$ cat config.mk
export PLATFORM = sky130hd
export DESIGN_NAME = load_wb_align_unit
export DESIGN_NICKNAME = d
export VERILOG_FILES = /design/src/rtl/load_wb_align_unit.sv
export SDC_FILE = /design/constraint.sdc
export NUM_CORES = 1
export LEC_CHECK = 0
export BUFFER_PORTS_ARGS = -buffer_cell sky130_fd_sc_hd__clkbuf_2
export CORE_MARGIN = 2
export CORE_UTILIZATION = 49
export CTS_BUF_LIST = sky130_fd_sc_hd__clkbuf_4
export CTS_CLUSTER_SIZE = 20
export DETAILED_ROUTE_END_ITERATION = 10
export PLACE_DENSITY_LB_ADDON = 0.1
export SYNTH_ARGS = -nofsm -noshare
export SYNTH_HDL_FRONTEND = slang
export SYNTH_SLANG_ARGS = --single-unit
export TNS_END_PERCENT = 5
$ cat constraint.sdc
create_clock -name clk -period 2.99 [get_ports clk]
set_input_delay 0.598 -clock clk [delete_from_list [all_inputs] [get_ports clk]]
set_output_delay 0.598 -clock clk [all_outputs]
set_load 0.02 [all_outputs]
$ cat src/rtl/load_wb_align_unit.sv
// load_wb_align_unit: writeback stage that passes ALU results through or
// performs a load (byte/half/word/XLEN), aligning and extending the data.
//
// Optional feature macro: LOAD_WB_MISALIGN_SPLIT_EN
//   defined   -> word-crossing loads are split into two aligned reads
//   undefined -> word-crossing loads are rejected with misalign_err
//
// Ports:
//   clk, rst_n                 clock, async active-low reset
//   in_valid/in_ready          request handshake (ready only in IDLE)
//   wb_sel, alu_result, rd_in  request payload
//   mem_req/mem_addr/mem_gnt   aligned read request channel
//   mem_rvalid/mem_rdata       read response channel
//   wb_valid/wb_data/wb_rd     registered writeback pulse and payload
//   misalign_err               rejected misaligned access (with wb_valid)
module load_wb_align_unit #(
    parameter int unsigned XLEN = 32
) (
    input  logic            clk,
    input  logic            rst_n,
    input  logic            in_valid,
    output logic            in_ready,
    input  logic [2:0]      wb_sel,
    input  logic [XLEN-1:0] alu_result,
    input  logic [4:0]      rd_in,
    output logic            mem_req,
    output logic [XLEN-1:0] mem_addr,
    input  logic            mem_gnt,
    input  logic            mem_rvalid,
    input  logic [XLEN-1:0] mem_rdata,
    output logic            wb_valid,
    output logic [XLEN-1:0] wb_data,
    output logic [4:0]      wb_rd,
    output logic            misalign_err
);

    localparam int unsigned NB = XLEN / 8;
    localparam int unsigned OW = $clog2(NB);

    typedef enum logic [2:0] {
        IDLE,
        REQ0,
        WAIT0,
`ifdef LOAD_WB_MISALIGN_SPLIT_EN
        REQ1,
        WAIT1,
`endif
        RESP
    } state_e;

    state_e          state_q, state_d;
    logic [2:0]      sel_q, sel_d;
    logic [OW-1:0]   off_q, off_d;
    logic [4:0]      rd_q, rd_d;
    logic            in_ready_q, in_ready_d;
    logic            mem_req_q, mem_req_d;
    logic [XLEN-1:0] mem_addr_q, mem_addr_d;
    logic            wb_valid_q, wb_valid_d;
    logic [XLEN-1:0] wb_data_q, wb_data_d;
    logic [4:0]      wb_rd_q, wb_rd_d;
    logic            err_q, err_d;
    logic            cross_in;
`ifdef LOAD_WB_MISALIGN_SPLIT_EN
    logic [XLEN-1:0] rdata0_q, rdata0_d;
    logic            cross_q;
`endif

    // Access size in bytes; on XLEN=32 the word loads are full-width loads.
    function automatic logic [3:0] acc_size(input logic [2:0] sel);
        logic [3:0] sz;
        case (sel)
            3'b010, 3'b100: sz = 4'd1;
            3'b011, 3'b101: sz = 4'd2;
            3'b110, 3'b111: sz = (XLEN == 32) ? 4'(NB) : 4'd4;
            default:        sz = 4'(NB);
        endcase
        return sz;
    endfunction

    // True when the access spills past the end of the aligned word.
    function automatic logic crosses(input logic [OW-1:0] off, input logic [2:0] sel);
        return (5'(off) + 5'(acc_size(sel))) > 5'(NB);
    endfunction

    // Shift the addressed bytes down to bit 0 and extend per load type.
    function automatic logic [XLEN-1:0] extract(input logic [2*XLEN-1:0] pair,
                                                input logic [OW-1:0]     off,
                                                input logic [2:0]        sel);
        logic [2*XLEN-1:0] sh;
        logic [XLEN-1:0]   res;
        sh = pair >> {off, 3'b000};
        case (sel)
            3'b010:  res = XLEN'($signed(sh[7:0]));
            3'b100:  res = XLEN'(sh[7:0]);
            3'b011:  res = XLEN'($signed(sh[15:0]));
            3'b101:  res = XLEN'(sh[15:0]);
            3'b110:  res = (XLEN == 64) ? XLEN'($signed(sh[31:0])) : sh[XLEN-1:0];
            3'b111:  res = (XLEN == 64) ? XLEN'(sh[31:0]) : sh[XLEN-1:0];
            default: res = sh[XLEN-1:0];
        endcase
        return res;
    endfunction

    assign cross_in = crosses(alu_result[OW-1:0], wb_sel);
`ifdef LOAD_WB_MISALIGN_SPLIT_EN
    assign cross_q  = crosses(off_q, sel_q);
`endif

    // Next-state and registered-output computation.
    always_comb begin
        state_d    = state_q;
        sel_d      = sel_q;
        off_d      = off_q;
        rd_d       = rd_q;
        mem_req_d  = 1'b0;
        mem_addr_d = mem_addr_q;
        wb_valid_d = 1'b0;
        wb_data_d  = wb_data_q;
        wb_rd_d    = wb_rd_q;
        err_d      = err_q;
`ifdef LOAD_WB_MISALIGN_SPLIT_EN
        rdata0_d   = rdata0_q;
`endif

        case (state_q)
            IDLE: begin
                if (in_valid && in_ready_q) begin
                    sel_d = wb_sel;
                    off_d = alu_result[OW-1:0];
                    rd_d  = rd_in;
                    if (wb_sel == 3'b000) begin
                        state_d    = RESP;
                        wb_valid_d = 1'b1;
                        wb_data_d  = alu_result;
                        wb_rd_d    = rd_in;
                        err_d      = 1'b0;
                    end
`ifndef LOAD_WB_MISALIGN_SPLIT_EN
                    else if (cross_in) begin
                        state_d    = RESP;
                        wb_valid_d = 1'b1;
                        wb_data_d  = '0;
                        wb_rd_d    = rd_in;
                        err_d      = 1'b1;
                    end
`endif
                    else begin
                        state_d    = REQ0;
                        mem_req_d  = 1'b1;
                        mem_addr_d = {alu_result[XLEN-1:OW], OW'(0)};
                    end
                end
            end
            REQ0: begin
                mem_req_d = 1'b1;
                if (mem_gnt) begin
                    state_d   = WAIT0;
                    mem_req_d = 1'b0;
                end
            end
            WAIT0: begin
                if (mem_rvalid) begin
`ifdef LOAD_WB_MISALIGN_SPLIT_EN
                    if (cross_q) begin
                        state_d    = REQ1;
                        rdata0_d   = mem_rdata;
                        mem_req_d  = 1'b1;
                        mem_addr_d = mem_addr_q + XLEN'(NB);
                    end else
`endif
                    begin
                        state_d    = RESP;
                        wb_valid_d = 1'b1;
                        wb_data_d  = extract({{XLEN{1'b0}}, mem_rdata}, off_q, sel_q);
                        wb_rd_d    = rd_q;
                        err_d      = 1'b0;
                    end
                end
            end
`ifdef LOAD_WB_MISALIGN_SPLIT_EN
            REQ1: begin
                mem_req_d = 1'b1;
                if (mem_gnt) begin
                    state_d   = WAIT1;
                    mem_req_d = 1'b0;
                end
            end
            WAIT1: begin
                if (mem_rvalid) begin
                    state_d    = RESP;
                    wb_valid_d = 1'b1;
                    wb_data_d  = extract({mem_rdata, rdata0_q}, off_q, sel_q);
                    wb_rd_d    = rd_q;
                    err_d      = 1'b0;
                end
            end
`endif
            RESP:    state_d = IDLE;
            default: state_d = IDLE;
        endcase

        in_ready_d = (state_d == IDLE);
    end

    // State and output registers.
    always_ff @(posedge clk or negedge rst_n) begin
        if (!rst_n) begin
            state_q    <= IDLE;
            sel_q      <= 3'b000;
            off_q      <= '0;
            rd_q       <= 5'd0;
            in_ready_q <= 1'b1;
            mem_req_q  <= 1'b0;
            mem_addr_q <= '0;
            wb_valid_q <= 1'b0;
            wb_data_q  <= '0;
            wb_rd_q    <= 5'd0;
            err_q      <= 1'b0;
`ifdef LOAD_WB_MISALIGN_SPLIT_EN
            rdata0_q   <= '0;
`endif
        end else begin
            state_q    <= state_d;
            sel_q      <= sel_d;
            off_q      <= off_d;
            rd_q       <= rd_d;
            in_ready_q <= in_ready_d;
            mem_req_q  <= mem_req_d;
            mem_addr_q <= mem_addr_d;
            wb_valid_q <= wb_valid_d;
            wb_data_q  <= wb_data_d;
            wb_rd_q    <= wb_rd_d;
            err_q      <= err_d;
`ifdef LOAD_WB_MISALIGN_SPLIT_EN
            rdata0_q   <= rdata0_d;
`endif
        end
    end

    assign in_ready     = in_ready_q;
    assign mem_req      = mem_req_q;
    assign mem_addr     = mem_addr_q;
    assign wb_valid     = wb_valid_q;
    assign wb_data      = wb_data_q;
    assign wb_rd        = wb_rd_q;
    assign misalign_err = err_q;

endmodule

==> metrics.md, run 1 <==
| Metric | Value |
|---|---|
| Data arrival at the endpoint of the critical path | `about 2.8 ns` |
| Count of final max-slew check failures | `0` |
| Count of instances resized after the clock tree is built | `0` |
| Fillcell total | `between 700 and 800` |
| FFs w/ async S/R, synth | `100.0%` |
| Crit Path Category | `primary input to flop` |
| Clock share of power | `13.9%` |
| Total Negative Setup Slacks | `0 ns` |
| Post-layout instance area | `around 0.0055 sq mm` |
| Worst-path fanout max | `19` |
| Multiplexer share of the synthesized area | `27.76%` |
| Main combinational cell family by area after synthesis | `multiplexers` |
| Core box area | `0.008806 sq mm` |
| Maximum VDD drop | `roughly 0.00045 V` |
| Starting utilization of the core area | `50.98%` |
| Path class of the lowest-slack min-delay path | `primary input to async pin` |
| Worst clock skew | `~0.018 ns` |
| Adder-cell area share of the yosys netlist | `~1%` |
| Final critical delay including setup and external delays | `approximately 2.5 ns` |
| Ratio of total power to cell area | `just under 1000 mW/mm^2` |
| Die Area | `a little under 0.01 sq mm` |
| Number of library cell types mapped by synthesis | `45` |
| ANT cells | `0` |
| Type of destination of the critical path | `flop` |
| Max-capacitance violation count | `0` |
| Number of core rows | `34` |
| 1st-iter DRT viols | `145` |
| Total number of vias | `between 3k and 4k` |
| Clock tree from TritonCTS | `yes` |
| Routed len/inst | `around 19 microns` |
| Clock-pin slew on the worst setup and hold paths | `~0.14 ns` |
| Worst Hold Slack | `0.3518 ns` |
| Top_reg_cell synth | `sky130_fd_sc_hd__dfrtp_1` |
| Number of hold-slack violations in the final timing report | `0` |
| Number of synthesized flops with an enable pin | `0` |
| Residual antenna-violating net count after detailed routing | `0` |
| Vias in the first global route | `between 3k and 4k` |
| CTS H-Tree Depth | `3` |
| Worst r2r path cells | `6` |
| Total clock buffers created by CTS | `9` |
| Number of I/O port buffers | `~150` |
| Clock latency on the worst-skew pair | `roughly 0.44 ns` |
| Post-placement setup slack | `0.02624 ns` |
| GRT Residual Overflow | `0` |
| I/O pin cnt | `150` |
| Netlist Area Pre-Place | `around 0.0045 sq mm` |
| Leakage power summed over all cells | `between 2 and 3 nW` |
| Outcome | `finished clean` |
| Synthesized area per cell | `roughly 13 sq um` |
| Switching power as a share of total power | `between 30% and 40%` |
| FF+latch count, synth | `84` |
| All-layer global routing usage | `about a quarter` |
| Worst relative slew slack | `29.09%` |
| Number of hold buffers added after cts | `0` |
| Internal power contribution | `3.224 mW` |
| Final Instance Count excl. Fillers | `606` |
| Placed Cells | `around 590` |
| Post-layout util | `~62%` |
| Simple-gate portion of the synthesized area | `a little under 7%` |
| Max Freq | `between 400 and 500 MHz` |
| Cell area after placement | `0.005345 sq mm` |
| CTS sink cnt | `between 80 and 90` |
| Setup repair bufs after CTS | `0` |
| # DRC | `0` |
| Portion of the clock cycle consumed by the worst path in the final layout | `between 80% and 90%` |
| Part of the Yosys area used for sequential elements | `46.85%` |
| Yosys synthesis warning count | `0` |
| Proportion of power drawn by flip-flops and latches | `between 30% and 40%` |
| Share of layout cells above drive strength 1 | `a little over half` |
| Pin count of the biggest net entering global routing | `85` |
| Layout net count | `574` |
| Setup ws final | `approximately 0.5 ns` |
| Setup repair after global routing missed its margin | `no` |
| Worst path required time | `about 3.3 ns` |
| Clock Root Buffer | `sky130_fd_sc_hd__clkbuf_4` |
| Setup-failing EPs final | `0` |
| Chip width | `approximately 100 microns` |
| Iteration count of the initial detailed-routing pass | `4` |
| Kind of start point of the critical path | `primary input` |
| Total Wirelength | `about 12 mm` |
| Post-route total power | `about 5.3 mW` |
| Transition time at the pin with the least slew margin | `approximately 1.1 ns` |
| Initial antenna violation count | `0` |
| Global placement routability congestion | `around 0.81` |
| Count of mapped cells out of synthesis | `346` |
| Area delta synth->final | `22.58%` |
| Height of the die | `around 100 microns` |
| Part of the total power dissipated in combinational logic | `between 40% and 50%` |
| First-pass GRT wire length | `18.29 mm` |
| Synthesized-area fraction occupied by ao, oa, aoi and oai cells | `between 10% and 20%` |
| Xor and xnor fraction of the mapped netlist area | `0.5853%` |
| Net switching power | `about 2.1 mW` |
| Max Buffers Root-to-Sink | `2` |
| Final HPWL DP | `8.520 mm` |
| Via count normalized by instance count | `approximately 5.6` |
==> placed cells by master, fill, tap and decap left out, types with 10 or more instances in the layout <==
cell type                  count
sky130_fd_sc_hd__nor2b_1      10
sky130_fd_sc_hd__clkbuf_4     11
sky130_fd_sc_hd__clkbuf_2    146
sky130_fd_sc_hd__buf_4        12
sky130_fd_sc_hd__mux2_2       39
sky130_fd_sc_hd__mux2_4       41
sky130_fd_sc_hd__nand2_1      27
sky130_fd_sc_hd__dfrtp_1      83
sky130_fd_sc_hd__nor2_1       12
sky130_fd_sc_hd__a221o_1      16
sky130_fd_sc_hd__a21oi_1      18
==> cells in the mapped netlist, types with 2 or more instances <==
master / number / area (sq um)
sky130_fd_sc_hd__nor2b_1: 10 / 62.56
sky130_fd_sc_hd__nor3_2: 2 / 20.02
sky130_fd_sc_hd__buf_6: 10 / 112.6
sky130_fd_sc_hd__mux4_2: 2 / 45.04
sky130_fd_sc_hd__dfrtp_1: 83 / 2077
sky130_fd_sc_hd__mux2_4: 41 / 615.6
sky130_fd_sc_hd__a221o_1: 16 / 160.2
sky130_fd_sc_hd__a32o_1: 7 / 70.07
sky130_fd_sc_hd__xnor2_1: 2 / 17.52
sky130_fd_sc_hd__clkbuf_1: 4 / 15.01
sky130_fd_sc_hd__a211o_1: 8 / 70.07
sky130_fd_sc_hd__nand2_1: 27 / 101.4
sky130_fd_sc_hd__mux2_2: 39 / 439.2
sky130_fd_sc_hd__inv_1: 3 / 11.26
sky130_fd_sc_hd__ha_1: 2 / 25.02
sky130_fd_sc_hd__a21oi_1: 18 / 90.09
sky130_fd_sc_hd__mux2i_1: 9 / 90.09
sky130_fd_sc_hd__o2bb2ai_1: 8 / 70.07
sky130_fd_sc_hd__buf_2: 7 / 35.03
sky130_fd_sc_hd__buf_4: 3 / 22.52
sky130_fd_sc_hd__buf_1: 3 / 11.26
sky130_fd_sc_hd__o21ai_0: 2 / 10.01
sky130_fd_sc_hd__mux2_1: 5 / 56.30
sky130_fd_sc_hd__nor2_1: 12 / 45.04
sky130_fd_sc_hd__and2b_1: 2 / 15.01
sky130_fd_sc_hd__and2_1: 2 / 12.51
==> path summary, 6_finish.rpt <==
check / startpoint / endpoint / slack [ns]
hold reg to reg: wb_rd[1]$_DFFE_PN0P_ / wb_rd[1]$_DFFE_PN0P_ / 0.50
max in group asynchronous: rst_n / wb_rd[4]$_DFFE_PN0P_ / 1.97
setup reg to reg: off_q[1]$_DFFE_PN0P_ / wb_data[9]$_DFFE_PN0P_ / 0.78
min in group clk: rd_in[1] / rd_q[1]$_DFFE_PN0P_ / 0.41
setup / recovery: wb_sel[1] / wb_data[1]$_DFFE_PN0P_ / 0.50
hold / removal: rst_n / wb_data[24]$_DFFE_PN0P_ / 0.35
==> critical path: stages <==
cell,delay (ns)
sky130_fd_sc_hd__clkbuf_2,0.10
sky130_fd_sc_hd__xnor2_1,0.22
sky130_fd_sc_hd__nor2_1,0.07
sky130_fd_sc_hd__ha_1,0.21
sky130_fd_sc_hd__fa_1,0.48
sky130_fd_sc_hd__nor2_1,0.04
sky130_fd_sc_hd__o221a_1,0.31
sky130_fd_sc_hd__o21ai_4,0.21
sky130_fd_sc_hd__buf_12,0.19
sky130_fd_sc_hd__mux2_2,0.35
==> state kept, by name, summed over array words and instances, names as in the netlist <==
signal	cells
wb_rd	5
state_q	3
sel_q	3
mem_req	1
wb_valid	1
off_q	2
rd_q	5
mem_addr	30
misalign_err	1
in_ready	1
wb_data	32
==> area by class of cell <==
cell class | count | area (sq um) | share of cell area [%]
Clock inverter | 4 | 75.07 | 1.364
Timing Repair Buffer | 162 | 900.9 | 16.37
Multi-Input combinational cell | 234 | 2195 | 39.88
Clock buffer | 11 | 82.58 | 1.501
Inverter | 3 | 11.26 | 0.2046
Tap cell | 108 | 135.1 | 2.456
Sequential cell | 84 | 2103 | 38.22
==> power by group through the flow <==
stage	sequential, mW	combinational, mW	clock (mW)
3_3_place_gp	1.94	2.63	0
5_1_grt	2.01	2.88	0.807
2_1_floorplan	2.46	1.33	0
6_report	1.93	2.67	0.745
3_5_place_dp	1.96	2.68	0
4_1_cts	1.94	2.69	0.769
==> layer usage <==
layer  up-vias  global-route usage (%)  part of all wire (%)
met1      1681                   32.36                    45
li1       1567                       -                     -
met4         0                   8.746                   1.9
met5         -                       0                     0
met3        17                   5.903                   7.2
met2       119                   37.79                    46
==> logic make-up (layout without fill, tap and decap cells) <==
logic type,Yosys count,in the layout
AO/OA/AOI/OAI,68,68
other,1,3
flip-flops,84,84
adder cells (fa/ha/maj),3,3
buffers and inverters,30,180
AND/OR/NAND/NOR,61,61
XOR/XNOR,3,3
multiplexers,96,96
Power figures use the tool's default switching activity.
==> inputs of run 2 (changes only) <==
clock period = 2.4 ns   (was 2.99 ns; I/O delays follow)
==> run 2 against run 1 <==
Wire length increased by 2.8%. Worst hold slack got worse by 0.35 ns. Setup slack got worse by 0.53 ns. Die area unchanged. Critical path depth increased by 1. Clock-buffer cell count unchanged. Global-route usage decreased by 0.58 points. The run now ends with setup timing left. Clock power increased by 23%.
==> metrics.md, run 2 (synthesized netlist as in run 1, its figures left out) <==
| Metric | Value |
|---|---|
| Outcome | `finished, violations left` |
| Violated checks | `setup timing` |
| Cell type group with the largest total delay on the critical path | `adder cells` |
| Number of hold buffers added after cts | `0` |
| Iteration count of the initial detailed-routing pass | `4` |
| Post-layout instance area | `between 0.005 and 0.006 sq mm` |
| Most frequent cells in the layout | `sky130_fd_sc_hd__clkbuf_2, sky130_fd_sc_hd__dfrtp_1, sky130_fd_sc_hd__mux2_4` |
| 1st-iter DRT viols | `150` |
| Data arrival at the endpoint of the critical path | `~2.7 ns` |
| Clock latency on the worst-skew pair | `about 0.41 ns` |
| Routed len/inst | `roughly 19 microns` |
| Area delta synth->final | `27.48%` |
| Area of the multi-input gates | `between 0.002 and 0.0025 sq mm` |
| Total Wirelength | `between 10 and 15 mm` |
| Flop-to-flop setup slack | `0.29 ns` |
| Count of final max-slew check failures | `0` |
| Maximum VDD drop | `0.0005785 V` |
| All-layer global routing usage | `approximately a quarter` |
| # DRC | `0` |
| Height of the die | `99.72 microns` |
| Final critical delay including setup and external delays | `2.428 ns` |
| Area taken by flip-flops and latches | `around 0.0021 sq mm` |
| GRT Residual Overflow | `0` |
| Clock-pin slew on the worst setup and hold paths | `approximately 0.13 ns` |
| Max Freq | `between 400 and 500 MHz` |
| Fillcell total | `just over 700` |
| Setup repair after global routing missed its margin | `yes` |
| CP bufs+invs | `3` |
| CTS H-Tree Depth | `3` |
| Worst-path fanout max | `7` |
| Transition time at the pin with the least slew margin | `roughly 0.60 ns` |
| Worst clock skew | `approximately 0.012 ns` |
| Layout net count | `around 580` |
| Kind of start point of the critical path | `primary input` |
| Total clock buffers created by CTS | `9` |
| Final Instance Count excl. Fillers | `between 600 and 700` |
| Cell with the largest stage delay on the worst path | `sky130_fd_sc_hd__fa_1` |
| Critical path, cell by cell | `buf_8 -> xnor2_4 -> nor2_2 -> ha_2 -> fa_1 -> nor2_1 -> o221a_2 -> o21ai_4 -> buf_12 -> clkbuf_16 -> mux2_4` |
| Portion of the clock cycle consumed by the worst path in the final layout | `101.2%` |
| Leakage power summed over all cells | `slightly below 3 nW` |
| Share of layout cells above drive strength 1 | `between 50 and 60%` |
| Cell area after placement | `~0.0054 sq mm` |
| Vias in the first global route | `about 3.5k` |
| Core box area | `around 0.0088 sq mm` |
| Final HPWL DP | `8.602 mm` |
| Setup ws final | `-0.02778 ns` |
| Starting utilization of the core area | `about half` |
| Worst path required time | `2.70 ns` |
| Max FFs per register | `32` |
| Number of core rows | `34` |
| Max Buffers Root-to-Sink | `2` |
| Ratio of total power to cell area | `about 1200 mW/mm^2` |
| Via count normalized by instance count | `between 5 and 6` |
| CTS sink cnt | `84` |
| Clock Root Buffer | `sky130_fd_sc_hd__clkbuf_4` |
| First-pass GRT wire length | `between 15 and 20 mm` |
| Number of hold-slack violations in the final timing report | `0` |
| Die Area | `0.009943 sq mm` |
| Type of destination of the critical path | `flop` |
| Setup-failing EPs final | `9` |
| Pin count of the biggest net entering global routing | `38` |
| Post-route total power | `between 6 and 7 mW` |
| Global placement routability congestion | `approximately 0.80` |
| ANT cells | `0` |
| Initial antenna violation count | `0` |
| Worst relative slew slack | `about three fifths` |
| I/O pin cnt | `150` |
| Total number of vias | `~3.4k` |
| Path class of the lowest-slack min-delay path | `primary input to async pin` |
| Residual antenna-violating net count after detailed routing | `0` |
| Chip width | `between 90 and 100 microns` |
| Crit Path Category | `primary input to flop` |
| Number of I/O port buffers | `~150` |
| Max-capacitance violation count | `0` |
| Clock tree from TritonCTS | `yes` |
| Post-placement setup slack | `-0.4498 ns` |
| Largest stage delay on the critical path | `0.52 ns` |
| Most common cell after layout, fill and taps aside | `sky130_fd_sc_hd__clkbuf_2` |
| Placed Cells | `596` |
[run 2: changes by cell type in the layout (fill, tap and decap cells not counted), moves of 2 or more]
cell	previous run	this run
sky130_fd_sc_hd__buf_4	12	17
sky130_fd_sc_hd__buf_8	0	3
sky130_fd_sc_hd__clkbuf_16	0	2
sky130_fd_sc_hd__clkbuf_2	146	144
sky130_fd_sc_hd__mux2_1	5	1
sky130_fd_sc_hd__mux2_2	39	32
sky130_fd_sc_hd__mux2_4	41	52
[run 2: per-stage QoR]
stage	util [%]	TNS, ns	hold WS (ns)
after floorplan	-	-7.588	0.1844
after global placement	61.34	-24.46	0.4731
after detailed placement	61.34	-28.68	0.4818
after CTS	63.19	0	0.01184
after global routing	64.99	-1.983	0.01880
final	64.99	-0.1717	0.006141
[run 2: final timing paths]
check / start / to / cells after the start
max: wb_sel[2] / wb_data[0]$_DFFE_PN0P_ / 11
min: rst_n / mem_addr[28]$_DFFE_PN0P_ / 1
max reg2reg: state_q[2]$_DFF_PN0_ / wb_data[16]$_DFFE_PN0P_ / 4
min reg2reg: wb_rd[4]$_DFFE_PN0P_ / wb_rd[4]$_DFFE_PN0P_ / 1
max in group asynchronous: rst_n / in_ready$_DFF_PN1_ / 2
min in group clk: rd_in[1] / rd_q[1]$_DFFE_PN0P_ / 2
[run 2: final cells by class]
cell class / count / area share, %
clock buffers: 11 / 1.443
repair buffers: 172 / 18.43
multi-input cells: 234 / 39.48
inverters: 3 / 0.1968
well taps: 108 / 2.361
flip-flops and latches: 84 / 36.75
clock inverters: 5 / 1.334
[run 2: routing by layer]
layer / part of all wire [%] / global-route usage [%] / vias up / wire (microns)
met2: 47 / 37.94 / 128 / 5602
met5: 0 / 0 / - / 0
li1: - / - / 1593 / -
met3: 7.7 / 6.044 / 13 / 907
met4: 1.2 / 6.112 / 0 / 138
met1: 44 / 31.48 / 1700 / 5190
[run 2: timing repair]
action / CTS / global route
gates cloned: 0 / 3
gates resized for setup: 1 / 24
pin swaps: 1 / 7
buffers inserted: 0 / 2
setup endpoints to repair: 1 / 59
[run 2: power breakdown]
part           internal [mW]  switching (mW)  total [mW]
Combinational           1.63            1.82        3.45
Sequential              2.05           0.386        2.43
Clock                  0.442           0.477       0.919
Total                   4.12            2.68        6.80
==> inputs of run 3 (changes only) <==
CORE_UTILIZATION = 40   (was 49)
clock period = 2.6 ns   (was 2.4 ns; I/O delays follow)
==> run 3 against run 2 <==
The run now ends clean. Core utilization fell by 14 points. Register-to-register slack gained 0.07 ns. Largest power group unchanged. Final area fell by 2.8%.
==> metrics.md, run 3 (synthesized netlist as in run 1, its figures left out) <==
| Metric | Value |
|---|---|
| Transition time at the pin with the least slew margin | `between 0.6 and 0.7 ns` |
| Ratio of total power to cell area | `about 1100 mW/mm^2` |
| Critical path, cell by cell | `clkbuf_2 -> xnor2_4 -> nor2_1 -> ha_1 -> fa_1 -> xnor2_1 -> o221a_1 -> and2_2 -> buf_12 -> mux2_4` |
| Height of the die | `about 110 microns` |
| All-layer global routing usage | `between 20% and 30%` |
| Worst relative slew slack | `57.30%` |
| Worst clock skew | `approximately 0.015 ns` |
| Maximum VDD drop | `around 0.00046 V` |
| Initial antenna violation count | `0` |
| Layout net count | `around 580` |
| Number of hold-slack violations in the final timing report | `0` |
| Total Negative Setup Slacks | `0 ns` |
| Iteration count of the initial detailed-routing pass | `4` |
| Number of I/O port buffers | `147` |
| Number of core rows | `38` |
| Global placement routability congestion | `~0.81` |
| First-pass GRT wire length | `17.99 mm` |
| Max Freq | `slightly above 400 MHz` |
| Share of layout cells above drive strength 1 | `roughly 54%` |
| Final HPWL DP | `between 9 and 10 mm` |
| Data arrival at the endpoint of the critical path | `roughly 2.8 ns` |
| Count of instances resized after the clock tree is built | `0` |
| Setup ws final | `~0.13 ns` |
| Portion of the clock cycle consumed by the worst path in the final layout | `between 90% and 100%` |
| Die Area | `between 0.01 and 0.015 sq mm` |
| Count of final max-slew check failures | `0` |
| Via count normalized by instance count | `5.253` |
| Total clock buffers created by CTS | `9` |
| Setup repair after global routing missed its margin | `no` |
| Path class of the lowest-slack min-delay path | `primary input to async pin` |
| Cell with the largest stage delay on the worst path | `sky130_fd_sc_hd__fa_1` |
| Worst-path fanout max | `16` |
| Worst path required time | `2.91 ns` |
| Most common cell after layout, fill and taps aside | `sky130_fd_sc_hd__clkbuf_2` |
| Max Buffers Root-to-Sink | `2` |
| Area delta synth->final | `23.97%` |
| Routed len/inst | `about 19 microns` |
| Total Wirelength | `11.97 mm` |
| Number of hold buffers added after cts | `0` |
| ANT cells | `0` |
| Final critical delay including setup and external delays | `2.467 ns` |
| Type of destination of the critical path | `flop` |
| Total number of vias | `between 3k and 4k` |
| Crit Path Category | `primary input to flop` |
| Clock-pin slew on the worst setup and hold paths | `~0.14 ns` |
| CTS sink cnt | `84` |
| Leakage power summed over all cells | `~2.8 nW` |
| 1st-iter DRT viols | `105` |
| I/O pin cnt | `150` |
| Kind of start point of the critical path | `primary input` |
| GRT Residual Overflow | `0` |
| Starting utilization of the core area | `41.23%` |
| Setup repair bufs after CTS | `0` |
| Clock latency on the worst-skew pair | `about 0.43 ns` |
| Chip width | `about 110 microns` |
| Residual antenna-violating net count after detailed routing | `0` |
| Setup-failing EPs final | `0` |
| # DRC | `0` |
| Max FFs per register | `32` |
| Max-capacitance violation count | `0` |
| Largest stage delay on the critical path | `around 0.38 ns` |
| Pin count of the biggest net entering global routing | `37` |
| Worst Hold Slack | `about 0.017 ns` |
| Clock tree from TritonCTS | `yes` |
| CTS H-Tree Depth | `3` |
| Post-placement setup slack | `-0.3328 ns` |
| Clock Root Buffer | `sky130_fd_sc_hd__clkbuf_4` |
| Vias in the first global route | `about 3.3k` |
| Core box area | `~0.011 sq mm` |
| Most frequent cells in the layout | `sky130_fd_sc_hd__clkbuf_2, sky130_fd_sc_hd__dfrtp_1, sky130_fd_sc_hd__mux2_4` |
| Outcome | `finished clean` |
## run 3: changes by cell type in the layout (fill, tap and decap cells not counted), moves of 2 or more
| cell | previous run | this run |
|---|---|---|
| sky130_fd_sc_hd__buf_8 | 3 | 0 |
| sky130_fd_sc_hd__clkbuf_16 | 2 | 0 |
| sky130_fd_sc_hd__clkbuf_2 | 144 | 146 |
| sky130_fd_sc_hd__clkinv_1 | 1 | 3 |
| sky130_fd_sc_hd__mux2_1 | 1 | 5 |
| sky130_fd_sc_hd__mux2_2 | 32 | 39 |
| sky130_fd_sc_hd__mux2_4 | 52 | 41 |
## run 3: final timing paths
path,start,slack (ns),depth (start not counted),to
min in group clk,rd_in[4],0.33,2,rd_q[4]$_DFFE_PN0P_
max reg2reg,off_q[1]$_DFFE_PN0P_,0.36,4,wb_data[19]$_DFFE_PN0P_
min reg2reg,wb_rd[0]$_DFFE_PN0P_,0.51,1,wb_rd[0]$_DFFE_PN0P_
max in group asynchronous,rst_n,1.89,2,mem_addr[19]$_DFFE_PN0P_
min,rst_n,0.02,1,mem_addr[26]$_DFFE_PN0P_
max,wb_sel[1],0.13,10,mem_addr[23]$_DFFE_PN0P_
## run 3: through the flow
| step | util (%) | area (sq um) | total power, mW | std cells |
|---|---|---|---|---|
| after floorplan | - | 4519 | 4.368 | 348 |
| after global placement | 49.91 | 5434 | 5.280 | 627 |
| after detailed placement | 49.91 | 5434 | 5.333 | 627 |
| after CTS | 51.11 | 5565 | 6.098 | 643 |
| after global routing | 51.11 | 5565 | 6.420 | 643 |
| final | 51.11 | 5565 | 6.017 | 643 |
## run 3: where the power goes
group          switching (mW)  internal [mW]
Sequential              0.347           1.89
Combinational            1.64           1.40
Clock                   0.424          0.318
## run 3: cell type report
cell class | instances | area (sq um)
clock buffer | 12 | 90.09
clock inverter | 4 | 41.29
fill | 995 | 5323
inverter | 3 | 11.26
multi-input combinational | 234 | 2213
sequential | 84 | 2103
tap | 140 | 175.2
timing repair buffer | 166 | 930.9
## run 3: critical path: cells and delay by family
family | cells | cell delay (ns)
multiplexers | 1 | 0.32
adder cells (fa/ha/maj) | 2 | 0.58
XOR/XNOR | 2 | 0.38
AO/OA/AOI/OAI | 1 | 0.32
AND/OR/NAND/NOR | 2 | 0.31
buffers and inverters | 2 | 0.32
## run 3: layer usage
layer  global-route usage (%)  routed length [microns]  up-vias
met5                        0                        0        -
met4                    7.685                      167        0
met3                    4.564                     1011       11
met2                    30.98                     5444      128
met1                    27.58                     5342     1653
li1                         -                        -     1586
